[src/rtl/ascon_pkg.sv]
// rtl/ascon_pkg.sv - shared types and constants for the Ascon data sequencer
package ascon_pkg;

  localparam int NUM_PT_BLOCKS_DEF = 3;
  localparam int MSG_WORDS         = NUM_PT_BLOCKS_DEF + 2;

  typedef enum logic [1:0] {
    PH_AD    = 2'd0,
    PH_PT    = 2'd1,
    PH_FINAL = 2'd2,
    PH_NONE  = 2'd3
  } phase_e;

  typedef enum logic [1:0] {
    ST_IDLE      = 2'd0,
    ST_RUN       = 2'd1,
    ST_WAIT_DONE = 2'd2
  } sequencer_state_e;

  // Message phase of the word at position pop_cnt: AD first, then the
  // plaintext blocks, then the single finalization block.
  function automatic phase_e phase_of(input logic [2:0] pop_cnt,
                                      input logic [2:0] pt_last);
    phase_e ph;
    if (pop_cnt == 3'd0)
      ph = PH_AD;
    else if (pop_cnt <= pt_last)
      ph = PH_PT;
    else if (pop_cnt == pt_last + 3'd1)
      ph = PH_FINAL;
    else
      ph = PH_NONE;
    return ph;
  endfunction

endpackage

[src/rtl/ascon_fifo2.sv]
// rtl/ascon_fifo2.sv - two-entry register FIFO, head always from a register
module ascon_fifo2 #(
  parameter int DATA_WIDTH = 64
) (
  input  logic                  clock,
  input  logic                  reset,
  input  logic                  i_flush,
  input  logic                  i_push,
  input  logic [DATA_WIDTH-1:0] i_data,
  input  logic                  i_pop,
  output logic [1:0]            o_count,
  output logic [DATA_WIDTH-1:0] o_head
);

  logic [DATA_WIDTH-1:0] r_mem0;
  logic [DATA_WIDTH-1:0] r_mem1;
  logic [1:0]            r_count;
  logic                  w_pop_ok;
  logic                  w_push_ok;

  // A pop needs a word; a push needs a free slot before this edge, so a
  // full FIFO never takes a word even when it is popped in the same cycle.
  assign w_pop_ok  = i_pop && (r_count != 2'd0);
  assign w_push_ok = i_push && (r_count != 2'd2);

  // Storage and occupancy; entry 0 is the head, entry 1 the tail.
  always_ff @(posedge clock) begin
    if (reset || i_flush) begin
      r_mem0  <= '0;
      r_mem1  <= '0;
      r_count <= 2'd0;
    end else begin
      case ({w_push_ok, w_pop_ok})
        2'b10: begin
          if (r_count == 2'd0) r_mem0 <= i_data;
          else                 r_mem1 <= i_data;
          r_count <= r_count + 2'd1;
        end
        2'b01: begin
          r_mem0  <= r_mem1;
          r_count <= r_count - 2'd1;
        end
        2'b11: begin
          // Only reachable at count 1: the new word replaces the head.
          r_mem0 <= i_data;
        end
        default: ;
      endcase
    end
  end

  assign o_count = r_count;
  assign o_head  = r_mem0;

endmodule

[src/rtl/ascon_data_sequencer.sv]
// rtl/ascon_data_sequencer.sv - buffers host message words and feeds them to the Ascon FSM
module ascon_data_sequencer
  import ascon_pkg::*;
#(
  parameter int DATA_WIDTH    = 64,
  parameter int NUM_PT_BLOCKS = MSG_WORDS - 2
) (
  input  logic                  clock,
  input  logic                  reset,
  input  logic                  i_sys_enable,
  input  logic                  i_start,
  input  logic [DATA_WIDTH-1:0] i_s_data,
  input  logic                  i_s_valid,
  output logic                  o_s_ready,
  output logic [DATA_WIDTH-1:0] o_data,
  output logic                  o_data_valid,
  input  logic                  i_data_consumed,
  input  logic                  i_done,
  output logic [1:0]            o_phase,
  output logic                  o_busy,
  output logic                  o_error
);

  localparam logic [2:0] MSG_LEN = 3'(NUM_PT_BLOCKS + 2);
  localparam logic [2:0] PT_LAST = 3'(NUM_PT_BLOCKS);

  sequencer_state_e r_state;
  logic [2:0]       r_acc_cnt;
  logic [2:0]       r_pop_cnt;
  logic             r_error;

  logic [1:0]       w_count;
  logic             w_run;
  logic             w_push;
  logic             w_pop;
  phase_e           w_phase;

  // Handshakes are decoded from registered state only, so neither host
  // valid nor the consume pulse reaches any output combinationally.
  assign w_run        = (r_state == ST_RUN);
  assign o_s_ready    = w_run && (w_count != 2'd2) && (r_acc_cnt < MSG_LEN);
  assign o_data_valid = w_run && (w_count != 2'd0);
  assign w_push       = i_s_valid && o_s_ready;
  assign w_pop        = i_data_consumed && o_data_valid;
  assign w_phase      = o_data_valid ? phase_of(r_pop_cnt, PT_LAST) : PH_NONE;
  assign o_phase      = w_phase;
  assign o_busy       = (r_state != ST_IDLE);
  assign o_error      = r_error;

  ascon_fifo2 #(
    .DATA_WIDTH(DATA_WIDTH)
  ) u_fifo (
    .clock   (clock),
    .reset   (reset),
    .i_flush (!i_sys_enable),
    .i_push  (w_push),
    .i_data  (i_s_data),
    .i_pop   (w_pop),
    .o_count (w_count),
    .o_head  (o_data)
  );

  // Message FSM with accept/retire counters and the sticky protocol error.
  always_ff @(posedge clock) begin
    if (reset) begin
      r_state   <= ST_IDLE;
      r_acc_cnt <= 3'd0;
      r_pop_cnt <= 3'd0;
      r_error   <= 1'b0;
    end else if (!i_sys_enable) begin
      r_state   <= ST_IDLE;
      r_acc_cnt <= 3'd0;
      r_pop_cnt <= 3'd0;
    end else begin
      case (r_state)
        ST_IDLE: begin
          if (i_start) begin
            r_state   <= ST_RUN;
            r_acc_cnt <= 3'd0;
            r_pop_cnt <= 3'd0;
            r_error   <= 1'b0;
          end
          if (i_data_consumed) r_error <= 1'b1;
        end
        ST_RUN: begin
          if (w_push) r_acc_cnt <= r_acc_cnt + 3'd1;
          if (w_pop) begin
            r_pop_cnt <= r_pop_cnt + 3'd1;
            if (r_pop_cnt == MSG_LEN - 3'd1) r_state <= ST_WAIT_DONE;
          end
          if ((i_data_consumed && !o_data_valid) || i_done) r_error <= 1'b1;
        end
        ST_WAIT_DONE: begin
          if (i_data_consumed) r_error <= 1'b1;
          if (i_done) r_state <= ST_IDLE;
        end
        default: r_state <= ST_IDLE;
      endcase
    end
  end

endmodule

[config.mk]
export PLATFORM = sky130hd
export DESIGN_NAME = ascon_data_sequencer
export DESIGN_NICKNAME = d
export VERILOG_FILES = /design/src/rtl/ascon_pkg.sv /design/src/rtl/ascon_fifo2.sv /design/src/rtl/ascon_data_sequencer.sv
export SDC_FILE = /design/constraint.sdc
export NUM_CORES = 1
export LEC_CHECK = 0
export CELL_PAD_IN_SITES_DETAIL_PLACEMENT = 2
export CELL_PAD_IN_SITES_GLOBAL_PLACEMENT = 2
export CORE_MARGIN = 3
export CORE_UTILIZATION = 30
export CTS_BUF_LIST = sky130_fd_sc_hd__clkbuf_8
export CTS_CLUSTER_DIAMETER = 120
export DETAILED_ROUTE_END_ITERATION = 6
export GPL_ROUTABILITY_DRIVEN = 0
export GPL_TIMING_DRIVEN = 0
export PLACE_DENSITY_LB_ADDON = 0.1
export SYNTH_ARGS = -nofsm -noshare
export SYNTH_HDL_FRONTEND = slang
export SYNTH_SLANG_ARGS = --single-unit
[constraint.sdc]
create_clock -name clock -period 3.3 [get_ports clock]
set_clock_uncertainty 0.1 [all_clocks]
set_input_delay 0.66 -clock clock [delete_from_list [all_inputs] [get_ports clock]]
set_output_delay 0.66 -clock clock [all_outputs]
set_load 0.01 [all_outputs]
Word level (Yosys, flattened, before mapping) --
Cells that the tools add are included.
Storage, ports and cells: register bits after elaboration 139, bits of input ports 71, output and inout port bits 70, logic and storage cells 81
Operators by class: $add $sub $neg 4, order comparisons 2, eq/ne operators 16, multiplexer cells 22, bitwise gates (word level) 2, reduce and logical (&&, ||, !) cells 28
Operators by type and width (number):
- one-hot mux 64 bit (3 select lines) | 1
- 2-to-1 mux 64 bit | 1
- 2-to-1 mux 2 bit | 7
- one-hot mux 3 bit (2 select lines) | 2
- inequality test 2 x 1 -> 1 bit (second input constant) | 5
- 2-to-1 mux 3 bit | 3
- logical AND 1 bit | 8
- inequality test 2 bit (second input constant) | 4
- nonzero test 2 bit | 4
- adder 3 x 1 -> 3 bit (second input constant) | 2
- equality test 2 bit (second input constant) | 3
- one-hot mux 2 bit (3 select lines) | 1
- AND reduction 3 bit | 2
- nonzero test 3 bit | 2
- 2-to-1 mux 1 bit | 5
- AND reduction 5 bit | 1
- equality test 2 x 1 -> 1 bit (second input constant) | 2
- logical NOT 2 bit | 2
- one-hot mux 2 bit (2 select lines) | 1
- AND reduction 2 bit | 2
- AND reduction 4 bit | 1
- equality test 3 bit (second input constant) | 1
- less-or-equal comparator 3 x 2 -> 1 bit (second input constant) | 1
- logical NOT 3 bit | 1
- 9 further kinds | 12

Depth between registers and ports, before layout --
word-level depth 8, gate-level depth with buffers 12, gate-level depth less buffers 9

Modules after synthesis --
From an unflattened synthesis, not the netlist that was laid out.
Second synthesis, totals: cells, all modules 678, area, all modules 6283.5 µm²
By module, submodules not included:
- ascon_fifo2 | instances 1, cells each 589, area an instance 5570.3 µm², seq. area each 2602.5 µm²
- ascon_data_sequencer | instances 1, cells each 89, area an instance 713.2 µm², seq. area each 180.2 µm²

Worst setup path before layout --
OpenSTA, ideal clock, no wires.
kind register to register, from reg r_state[1], to reg u_fifo.r_mem0[36] (netlist: u_fifo.o_head[36]), setup time 0.081 ns, data arrival time 2.262 ns, data required time 3.119 ns, setup slack 0.857 ns, stages on the path, launching flop included 11, path buffers 3, clock period less this slack 2.443 ns, path through dfxtp_1 inv_1 ha_1 nand2_1 or3b_1 buf_2 ha_1 buf_2 clkbuf_1 mux2i_1 a211oi_2
On the way: word-level cells in the longest chain between the ends 8, elaborated cells on any way between the ends 15, classes of those cells 5 x eq/ne; 1 x mux; 9 x reduce/logical
RTL lines:
- start, declared | RTL line ascon_data_sequencer.sv:27 | sequencer_state_e r_state;
- start signal, assigned | RTL line ascon_data_sequencer.sv:66 | r_state <= ST_IDLE;
- start signal, assigned | RTL line ascon_data_sequencer.sv:71 | r_state <= ST_IDLE;
- start signal, assigned | RTL line ascon_data_sequencer.sv:78 | r_state <= ST_RUN;
- equality test 2 x 1 -> 1 bit (*) | RTL line ascon_data_sequencer.sv:40 | assign w_run = (r_state == ST_RUN);
- logical AND 1 bit (2 in series) | RTL line ascon_data_sequencer.sv:41 | assign o_s_ready = w_run && (w_count != 2'd2) && (r_acc_cnt < MSG_LEN);
- logical AND 1 bit | RTL line ascon_data_sequencer.sv:43 | assign w_push = i_s_valid && o_s_ready;
- logical AND 1 bit | RTL line ascon_fifo2.sv:24 | assign w_push_ok = i_push && (r_count != 2'd2);
- equality test 2 bit or equality test 2 x 1 -> 1 bit (tied branches) | RTL line ascon_fifo2.sv:33 | case ({w_push_ok, w_pop_ok})
- inequality test 2 x 1 -> 1 bit (no source line) or nonzero test 3 bit (tied branches)
- AND reduction 2 bit (no source line)
- end signal, assigned | RTL line ascon_fifo2.sv:35 | if (r_count == 2'd0) r_mem0 <= i_data;
- end signal, assigned | RTL line ascon_fifo2.sv:40 | r_mem0 <= r_mem1;
- end signal, assigned | RTL line ascon_fifo2.sv:45 | r_mem0 <= i_data;
- end, declared | RTL line ascon_fifo2.sv:15 | logic [DATA_WIDTH-1:0] r_mem0;
Every way passes the cells marked *; elsewhere a longest branch is shown, timed or not. A chain may end at the register's enable or synchronous reset.

Worst setup path in the final report --
from reg r_state[1], to out o_s_ready
On the way: word-level cells in the longest chain between the ends 3
RTL lines:
- equality test 2 x 1 -> 1 bit | RTL line ascon_data_sequencer.sv:40
- logical AND 1 bit (2 in series) | RTL line ascon_data_sequencer.sv:41
- end, declared | RTL line ascon_data_sequencer.sv:14 | output logic o_s_ready,
Every way passes these cells.

==> results_dict.tcl <==
set metrics [dict create \
    outcome "finished clean" \
    syn_area_um2 5898 \
    drv_slew 0 \
    crit_path_start "r_state[1]$_SDFFE_PP0P_" \
    coreArea_um2 19020 \
    stdcell_area_um2 8110 \
    cts_tree "built" \
    post_drt_wl_per_cell_um 18.78 \
    crit_chain "inv_1 -> ha_1 -> clkbuf_2 -> nand2_1 -> nor2_1 -> clkdlybuf4s50_1" \
    die_w_um 146.2 \
    period_share 0.9407 \
    rr_worst_depth 12 \
    layout_common_cells "clkdlybuf4s50_1, dfxtp_1, nand2_1" \
    chipHeight_um 146.2 \
    drtPass1Iterations 7 \
    synth_area_per_cell_um2 8.843 \
    nFillCells 2155 \
    cp_max_fo 10 \
    overflow 0 \
    top_level_ports 141 \
    io_buffers 140 \
    cap_violations 0 \
    r2r_slack_ns 0.23 \
    placed_area_um2 7625 \
    critPathKind "reg -> out" \
    wl_met2_um 10850 \
    reg2reg_from "r_state[1]$_SDFFE_PP0P_" \
    clock-sinks 139 \
    synth-edff-count 0 \
    die_area_um2 21380 \
    clockBufferDepth 2 \
    min_path_type "reg -> reg" \
    fmax_mhz 322.1 \
    max_stage_delay_ns 0.57 \
    tightest_slew_ns 1.012 \
    finalCriticalPeriod_ns 3.104 \
    ys_types 40 \
    slowest_stage "clkdlybuf4s50_1" \
    maxSlewHeadroom 0.3208 \
    mostFrequentLayoutCell "clkdlybuf4s50_1" \
    holdWs_ns 0.3626 \
    crit_buf_inv 3 \
    r2r-end "u_fifo.r_mem1[49]$_SDFFE_PP0P_" \
    required_ns 2.54 \
    ys_ff_latch 139 \
    synth_top_flop_cell "dfxtp_1" \
    grt_max_degree 17 \
    synth_top_area_cell "dfxtp_1" \
    m1WireLength_um 8823 \
    grt_pass1_vias 6049 \
    clk_latency_ns 0.45 \
    crit_path_end_kind "output pin" \
    postSynthCellCount 667 \
    numCtsBuffers 17 \
    syn-num-nets 749 \
    critPathCapture "o_s_ready" \
    async_flop_share 0 \
    yosysWarnings 0 \
    antenna_found_initial 1 \
    setup_viol_count_final 0 \
    path_depth 6 \
    powerDensity_nw_per_um2 459.6 \
    grt_usage 0.1912 \
    area_growth_pct 37.51 \
    ant_nets 0 \
    grt_pass1_wl_um 32710 \
    rsz0062_at_grt "false" \
    nets 908 \
    cp.arrival_ns 2.34 \
    peakVddDrop_mv 0.2332 \
    h-tree-depth 4 \
    wl_met3_um 666 \
    wirelength_um 20660 \
    drive_above_1_share 0.09297 \
    via_per_inst 4.904 \
    cts_root_buf "clkbuf_8" \
    top_layer "met4" \
    post-synth-top-area-fraction 0.4718 \
    vias 5394 \
    leakage_nw 2.535 \
    critPathLaunchType "register" \
    hpwlAfterDp_um 15250 \
    cpLargestDelayFamily "buffers and inverters" \
    clk_pin_slew_ns 0.08 \
    hold_viol_final 0 \
    initialDrtViolationCount 122 \
    min_path_cells 2 \
    start_util 0.3101 \
    route.detailed.drc 0 \
    final_util 0.4264 \
    yosysSeqAreaShare 0.4718 \
    synthTopCellsByArea "dfxtp_1, mux2i_1, nand2_1" \
    placement_rows 50 \
]
==> cell families (layout without fill, tap and decap cells) <==
| family | after synthesis | count (layout) | share of synthesized area |
|---|---|---|---|
| simple gates | 228 | 228 | 0.1529 |
| compound gates | 158 | 158 | 0.1911 |
| flops | 139 | 139 | 0.4718 |
| mux | 66 | 66 | 0.1122 |
| buf+inv | 63 | 235 | 0.04561 |
| fa+ha+maj | 11 | 11 | 0.02333 |
| xor+xnor | 2 | 2 | 0.002970 |
| other cells | 0 | 1 | 0 |
==> worst reg2reg max path: cells and delay by family, from the launching register on <==
kind,cells,cell delay [ns]
buf+inv,5,1.09
flops,1,0.34
simple gates,4,0.77
fa+ha+maj,2,0.48
compound gates,1,0.20
==> cell type report <==
class | instances | area, µm² | share of cell area
diodes | 1 | 2.502 | 0.0003085
plain buffers | 52 | 230.2 | 0.02839
clock buffers | 17 | 234.0 | 0.02885
clock inverters | 15 | 246.5 | 0.03039
inverters | 11 | 41.29 | 0.005091
multi-input cells | 465 | 2846 | 0.3510
flip-flops and latches | 139 | 2783 | 0.3431
well taps | 260 | 325.3 | 0.04011
repair buffers | 140 | 1401 | 0.1728
==> report_power, final <==
part	total [mW]	switching (mW)	internal, mW
clock network	1.69	0.715	0.978
logic	0.330	0.173	0.157
registers	1.70	0.0110	1.69
total	3.73	0.899	2.83
==> cells in the mapped netlist (3+ instances only) <==
| cell | instances |
|---|---|
| clkbuf_1 | 33 |
| buf_2 | 14 |
| nand2b_1 | 4 |
| a31oi_1 | 3 |
| inv_1 | 10 |
| ha_1 | 11 |
| nand2_1 | 137 |
| o21ai_0 | 8 |
| mux2i_1 | 65 |
| dfxtp_1 | 139 |
| a21oi_1 | 70 |
| nor2_1 | 72 |
| a211oi_1 | 40 |
| nor2b_1 | 6 |
| a211oi_2 | 24 |
==> worst min path at each step <==
stage                                              start                        endpoint  slack, ns
after floorplan            u_fifo.r_mem1[0]$_SDFFE_PP0P_   u_fifo.r_mem1[0]$_SDFFE_PP0P_       0.34
after global placement    u_fifo.r_mem1[18]$_SDFFE_PP0P_  u_fifo.r_mem1[18]$_SDFFE_PP0P_       0.34
after detailed placement  u_fifo.r_mem1[53]$_SDFFE_PP0P_  u_fifo.r_mem1[53]$_SDFFE_PP0P_       0.35
after CTS                  u_fifo.r_mem1[0]$_SDFFE_PP0P_   u_fifo.r_mem1[0]$_SDFFE_PP0P_       0.36
after global routing       u_fifo.r_mem1[0]$_SDFFE_PP0P_   u_fifo.r_mem1[0]$_SDFFE_PP0P_       0.39
final                      u_fifo.r_mem1[0]$_SDFFE_PP0P_   u_fifo.r_mem1[0]$_SDFFE_PP0P_       0.36
==> timing repair <==
item,4_1_cts,5_1_grt
resized for setup,2,0
buffers inserted,0,0
hold endpoints to repair,0,0
endpoints found under the setup margin,2,0
hold buffers,0,0
==> sequential cells by signal (all words and copies together) (netlist names) <==
name,cells
u_fifo.o_head,64
u_fifo.r_mem1,64
r_acc_cnt,3
r_pop_cnt,3
r_state,2
u_fifo.o_count,2
o_error,1
==> per-stage QoR <==
| stage | TNS [ns] | std cells | setup WS [ns] | power (mW) |
|---|---|---|---|---|
| after global routing | 0 | 1100 | 0.01381 | 3.885 |
| after global placement | -13.32 | 1067 | -0.2379 | 2.064 |
| after CTS | 0 | 1099 | 0.1240 | 3.769 |
| after floorplan | 0 | 667 | 0.8566 | 1.882 |
| final | 0 | 1100 | 0.1958 | 3.728 |
| after detailed placement | -23.50 | 1067 | -0.3668 | 2.077 |
==> layer usage <==
metal / global-route usage / up-vias
li1: - / 2604
met1: 0.2197 / 2668
met2: 0.3554 / 103
met3: 0.04780 / 19
met4: 0.04468 / 0
met5: 0 / -
Note: power is estimated with default switching activity, not from simulation.
